File: src/rtl/dest_reg_pipe.sv
// dest_reg_pipe: picks the write destination (rt/rd/link/none) and tracks it through an
// NSTAGES-deep stall/flush pipeline, reporting per-stage source hits and load-use hazards.
module dest_reg_pipe #(
    parameter int NBITS   = 5,
    parameter int NSTAGES = 3,
    parameter int RA_ADDR = 31
) (
    input  logic               i_clk,
    input  logic               i_reset,
    input  logic               i_valid,
    input  logic [1:0]         i_RegDst,
    input  logic               i_reg_write,
    input  logic               i_mem_read,
    input  logic [NBITS-1:0]   i_reg_rt,
    input  logic [NBITS-1:0]   i_reg_rd,
    input  logic [NBITS-1:0]   i_src_rs,
    input  logic [NBITS-1:0]   i_src_rt,
    input  logic               i_stall,
    input  logic               i_flush,
    output logic [NBITS-1:0]   o_registro,
    output logic [NSTAGES-1:0] o_rs_hit,
    output logic [NSTAGES-1:0] o_rt_hit,
    output logic               o_load_use,
    output logic               o_wb_valid,
    output logic [NBITS-1:0]   o_wb_reg
);
    localparam logic [NBITS-1:0] RA = NBITS'(RA_ADDR);

    logic [NSTAGES-1:0]            valid_q, valid_d, load_q, load_d;
    logic [NSTAGES-1:0][NBITS-1:0] reg_q, reg_d;
    logic                          entry_v;
    logic [NBITS-1:0]              entry_reg;

    assign o_registro = i_RegDst == 2'b00 ? i_reg_rt :
                        i_RegDst == 2'b01 ? i_reg_rd :
                        i_RegDst == 2'b10 ? RA : '0;
    // register 0 is never tracked, so a zero destination is not a write
    assign entry_v   = i_valid & i_reg_write & (i_RegDst != 2'b11) & (|o_registro) & ~i_flush;
    assign entry_reg = entry_v ? o_registro : '0;

    always_comb begin
        valid_d = valid_q;
        reg_d   = reg_q;
        load_d  = load_q;
        if (!i_stall) begin
            valid_d = {valid_q[NSTAGES-2:0], entry_v};
            reg_d   = {reg_q[NSTAGES-2:0], entry_reg};
            load_d  = {load_q[NSTAGES-2:0], entry_v & i_mem_read};
        end else if (i_flush) begin
            valid_d[0] = 1'b0;
            reg_d[0]   = '0;
            load_d[0]  = 1'b0;
        end
    end

    always_ff @(posedge i_clk) begin
        if (i_reset) begin
            valid_q <= '0;
            reg_q   <= '0;
            load_q  <= '0;
        end else begin
            valid_q <= valid_d;
            reg_q   <= reg_d;
            load_q  <= load_d;
        end
    end

    for (genvar g = 0; g < NSTAGES; g++) begin : g_hit
        assign o_rs_hit[g] = valid_q[g] & (reg_q[g] == i_src_rs) & (|i_src_rs);
        assign o_rt_hit[g] = valid_q[g] & (reg_q[g] == i_src_rt) & (|i_src_rt);
    end

    assign o_load_use = load_q[0] & (o_rs_hit[0] | o_rt_hit[0]);
    assign o_wb_valid = valid_q[NSTAGES-1];
    assign o_wb_reg   = reg_q[NSTAGES-1];
endmodule

File: config.mk
export PLATFORM = sky130hd
export DESIGN_NAME = dest_reg_pipe
export DESIGN_NICKNAME = d
export VERILOG_FILES = /design/src/rtl/dest_reg_pipe.sv
export SDC_FILE = /design/constraint.sdc
export NUM_CORES = 1
export LEC_CHECK = 0
export ABC_AREA = 1
export ABC_CLOCK_PERIOD_IN_PS = 1700
export CORE_MARGIN = 5
export CORE_UTILIZATION = 44
export CTS_BUF_LIST = sky130_fd_sc_hd__clkbuf_16
export CTS_CLUSTER_SIZE = 30
export DETAILED_ROUTE_END_ITERATION = 8
export PLACE_DENSITY_LB_ADDON = 0.12
export SYNTH_ARGS = -nofsm -noshare
export SYNTH_HDL_FRONTEND = slang
export SYNTH_SLANG_ARGS = --single-unit
File: constraint.sdc
create_clock -name i_clk -period 1.7 [get_ports i_clk]
set_input_delay 0.17 -clock i_clk [delete_from_list [all_inputs] [get_ports i_clk]]
set_output_delay 0.17 -clock i_clk [all_outputs]
set_load 0.02 [all_outputs]
# Word level (Yosys, flattened, before mapping)
# Index checks and enable logic that the tools add are counted.
# classes
mux,9
bitwise_logic,20
reduce_logical,4
n_eq_ne,10
# ops
operator,n
equality test 5 bit,6
two-way mux 5 bit,6
AND 1 bit,18
OR reduction 5 bit,3
two-way mux 1 bit,3
equality test 2 x 1 -> 1 bit (second input constant),1
equality test 2 bit (second input constant),1
logical NOT 2 bit,1
!= test 2 x 1 -> 1 bit (second input constant),1
!= test 2 bit (second input constant),1
NOT 1 bit,1
OR 1 bit,1
# word_totals
elab_cells,49
output_inout_bits,18
reg_bits,19
input_bits,29

# Depth between registers and ports, before layout
# logic_depth
word_depth,9
ltp_mapped,9
mapped_depth_nobuf,9

# Worst setup path before layout
# Ideal clock, no wire load.
# synth_timing
kind,register to output
startpoint,register reg_q[4] (netlist bit)
endpoint,output o_load_use
setup_slack_ns,0.216
n_path_buf,0
arrival_time_ns,1.314
path_stages_with_launch,7
path_cell_list,dfxtp_1 > xor2_1 > nor2_1 > nand2_1 > nor2_1 > nor2_1 > nor2_1
# synth_via
elab_chain_len,5
elab_cells_between_ends,8
classes_between,eq/ne (2); bitwise (6)
# synth_rtl
item,line_no,rtl
from (decl),30,"logic [NSTAGES-1:0][NBITS-1:0] reg_q, reg_d;"
from (signal assigned),63,reg_q <= reg_d;
equality test 5 bit,70,assign o_rt_hit[g] = valid_q[g] & (reg_q[g] == i_src_rt) & (|i_src_rt);
AND 1 bit (2 in a row),70,
via o_rt_hit[0],22,"output logic [NSTAGES-1:0] o_rt_hit,"
OR 1 bit,73,assign o_load_use = load_q[0] & (o_rs_hit[0] | o_rt_hit[0]);
AND 1 bit,73,
to (decl),23,"output logic o_load_use,"
# The timed path passes the listed nets, and every way through them passes these cells.

# Worst setup path after layout
# layout_timing
startpoint,input i_RegDst[1]
endpoint,output o_registro[2]
# layout_via
elab_chain_len,4
elab_cells_between_ends,6
classes_between,eq/ne (2); mux (3); reduce/logical (1)
# layout_rtl
item,line_no,rtl
from (decl),11,"input logic [1:0] i_RegDst,"
equality test 2 bit,36,i_RegDst == 2'b10 ? RA : '0;
two-way mux 5 bit,36,
two-way mux 5 bit,35,i_RegDst == 2'b01 ? i_reg_rd :
two-way mux 5 bit (*),34,assign o_registro = i_RegDst == 2'b00 ? i_reg_rt :
to (decl),20,"output logic [NBITS-1:0] o_registro,"
# Mark *: on every way between the ends. The rest lies on a longest branch, timed or not.

==> results.sh <==
export IMPL_rr_startpoint="reg_q[2]$_SDFFE_PP0P_"
export IMPL_cp_startpoint="i_RegDst[1]"
export IMPL_switchingPower_mw=0.3445
export IMPL_leakage_nw=0.9787
export IMPL_grt_max_degree=20
export IMPL_layout_nets=308
export IMPL_internal_power_mw=0.9416
export IMPL_fp_dieH_um=64.36
export IMPL_ff_latch_area_um2=381.6
export IMPL_crit_path_top_delay_cell="clkdlybuf4s50_1"
export IMPL_syn_nets=229
export IMPL_drt_wl_total_um=3960
export IMPL_regToRegEndpoint="reg_q[7]$_SDFFE_PP0N_"
export IMPL_yosysWarnings=0
export IMPL_critical_path_class="in2out"
export IMPL_grt_pass1_vias=1500
export IMPL_netlist_instances=200
export IMPL_final_cell_mix="nand2_1, buf_4, clkdlybuf4s50_1, nor2_1, inv_1"
export IMPL_port_buffers=46
export IMPL_whs_ps=484.2
export IMPL_hpwl_um=3159
export IMPL_irDropWorstVdd_mv=0.5249
export IMPL_crit_family="buffers and inverters"
export IMPL_fillers=249
export IMPL_numCtsBuffers=3
export IMPL_crit_path_end="o_registro[2]"
export IMPL_dieArea_mm2=0.004142
export IMPL_seq_power_share_pct=36.7
export IMPL_crit_required_ps=1530
export IMPL_cts_sinks=19
export IMPL_status="finished clean"
export IMPL_drt_iter0_markers=80
export IMPL_final_common_cell="nand2_1"
export IMPL_place_congestion=0.9282
export IMPL_via_count=1568
export IMPL_worstRegToRegCells=3
export IMPL_crit_buf_inv=4
export IMPL_path_depth=7
export IMPL_post_route_period_util_pct=93.33
export IMPL_reg2reg_slack_ps=810
export IMPL_tritoncts="built"
export IMPL_cp_end_kind="output port"
export IMPL_holdBufCountCts=0
export IMPL_cts_reportedPaths_clkPinSlew_ps=50
export IMPL_pwr_share_clk_pct=38.2
export IMPL_fmaxAchievable_mhz=630.3
export IMPL_p_comb_share_pct=25.1
export IMPL_slew_viol_final=0
export IMPL_multi_input_area_um2=748.2
export IMPL_syn_to_final_growth_pct=59.29
export IMPL_largest_reg_flops=10
export IMPL_die_w_um=64.36
export IMPL_grt_pass1_wl_um=6686
export IMPL_ios=47
export IMPL_htree_levels=1
export IMPL_core_area_mm2=0.002805
export IMPL_grt_ovfl_total=0
export IMPL_crit_arrival_ps=1420
export IMPL_critPathMaxFanout=5
export IMPL_critPathLaunchType="input port"
export IMPL_crit_chain="clkdlybuf4s50_1 -> inv_2 -> nand2_1 -> nand2_1 -> nand2_1 -> inv_1 -> dlygate4sd2_1"
export IMPL_finalCriticalPeriod_ps=1587
export IMPL_synth_area_top_cells="dfxtp_1, nand2_1, inv_1, nor2_1, xnor2_1"
export IMPL_ant_nets=0
export IMPL_yosysSeqAreaShare_pct=29.26
export IMPL_post_route_drc_count=0
export IMPL_dp_cells=305
export IMPL_powerDensity_mw_per_mm2=621.1
export IMPL_max_slew_margin_pct=67.95
export IMPL_hold_viol=0
export IMPL_grt_antenna_before_repair=0
export IMPL_clk_latency_ps=250
export IMPL_track_usage_pct=20.31
export IMPL_rows=19
export IMPL_routedWlPerCell_um=12.82
export IMPL_syn_area_mm2=0.001300
export IMPL_max_cap_violations=0
export IMPL_root_buffer="clkbuf_16"
export IMPL_total_power_mw=1.286
export IMPL_ys_types=28
export IMPL_setup_violations=0
export IMPL_dr_pass1_iters=4
export IMPL_synth_top_area_share_pct=29.26
export IMPL_drive_gt1_share_pct=24.10
export IMPL_ys_ff_latch=19
export IMPL_skew_ps=3.244
export IMPL_antennaDiodeCount=0
export IMPL_rsz0062_at_grt="false"
export IMPL_hold_class="reg2reg"
export IMPL_slowest_delay_ps=580
export IMPL_tightest_slew_ps=479.0
export IMPL_avgViaCountPerCell=5.074
export IMPL_cts_setup_buffers=0
export IMPL_clk_path_buf_depth=2
export IMPL_syn_area_per_cell_um2=6.500
export IMPL_swShare_pct=26.79
export IMPL_cpMostUsedCell="nand2_1"
export IMPL_yosysTopAreaCell="dfxtp_1"
export IMPL_initial_core_util_pct=46.34
export IMPL_instances_no_fill=309
[worst min-delay path by stage]
| stage | startpoint | end | slack [ps] | depth (start not counted) |
|---|---|---|---|---|
| after global placement | load_q[0]$_SDFFE_PP0P_ | load_q[0]$_SDFFE_PP0P_ | 470 | 2 |
| after detailed placement | load_q[0]$_SDFFE_PP0P_ | load_q[0]$_SDFFE_PP0P_ | 480 | 2 |
| after floorplan | i_mem_read | load_q[0]$_SDFFE_PP0P_ | 330 | 2 |
| after CTS | load_q[0]$_SDFFE_PP0P_ | load_q[0]$_SDFFE_PP0P_ | 490 | 2 |
| final | load_q[0]$_SDFFE_PP0P_ | load_q[0]$_SDFFE_PP0P_ | 480 | 2 |
| after global routing | load_q[0]$_SDFFE_PP0P_ | load_q[0]$_SDFFE_PP0P_ | 520 | 2 |
[cell usage after synthesis, drive strengths merged]
cell and n:
nand2 50, inv 29, nor2 26, dfxtp 19, a21oi 13, buf 10, a211oi 8, nand3 7
xnor2 7, nand4 6, xor2 6, o21ai 4, o22ai 4, a22oi 3, nor4 2, o2111ai 2
o211ai 2, or2 2
[kinds of logic (layout without fill, tap and decap cells)]
group | Yosys count | count (layout) | synth area share, %
AND/OR/NAND/NOR | 93 | 93 | 30.80
buffers and inverters | 39 | 117 | 13.57
AO/OA/AOI/OAI | 36 | 36 | 17.61
flip-flops | 19 | 19 | 29.26
XOR/XNOR | 13 | 13 | 8.758
[metal layers]
metal | track usage, % | wire length [um]
met1 | 24.52 | 1732
met5 | 0 | 0
met2 | 34.02 | 1850
met3 | 5.604 | 288
met4 | 8.179 | 89
[worst min-delay path, stage by stage (launching register included)]
cell and delay [ps]:
dfxtp_1 310, nand2_1 60, a21oi_1 60
[cell type report]
type                            instances  area share (%)
Tap cell                               31           1.873
Timing Repair Buffer                   84           34.44
Sequential cell                        19           18.43
Multi-Input combinational cell        142           36.13
Clock buffer                            3           3.625
Clock inverter                          1          0.2417
Inverter                               29           5.257
[power groups by stage]
stage	clock network [mW]	registers, mW	logic, mW
floorplan	0	0.482	0.149
global placement	0	0.482	0.330
finish	0.491	0.473	0.322
CTS	0.493	0.472	0.322
global route	0.525	0.474	0.351
detailed placement	0	0.482	0.334
[per-stage QoR]
step                setup WS (ps)  TNS (ps)  cell area (um^2)  util (%)
finish                      113.5         0              2071     73.82
global placement           -439.5     -3607              2017     71.90
CTS                        0.6207         0              2064     73.60
floorplan                   215.7         0              1300         -
detailed placement         -442.2     -3646              2017     71.90
global route                40.94         0              2071     73.82
[repair_timing]
action,4_1_cts,5_1_grt
resized for setup,42,13
endpoints found under the setup margin,12,6
pin swaps,0,3
No activity file was read; power rests on OpenSTA's default activity.
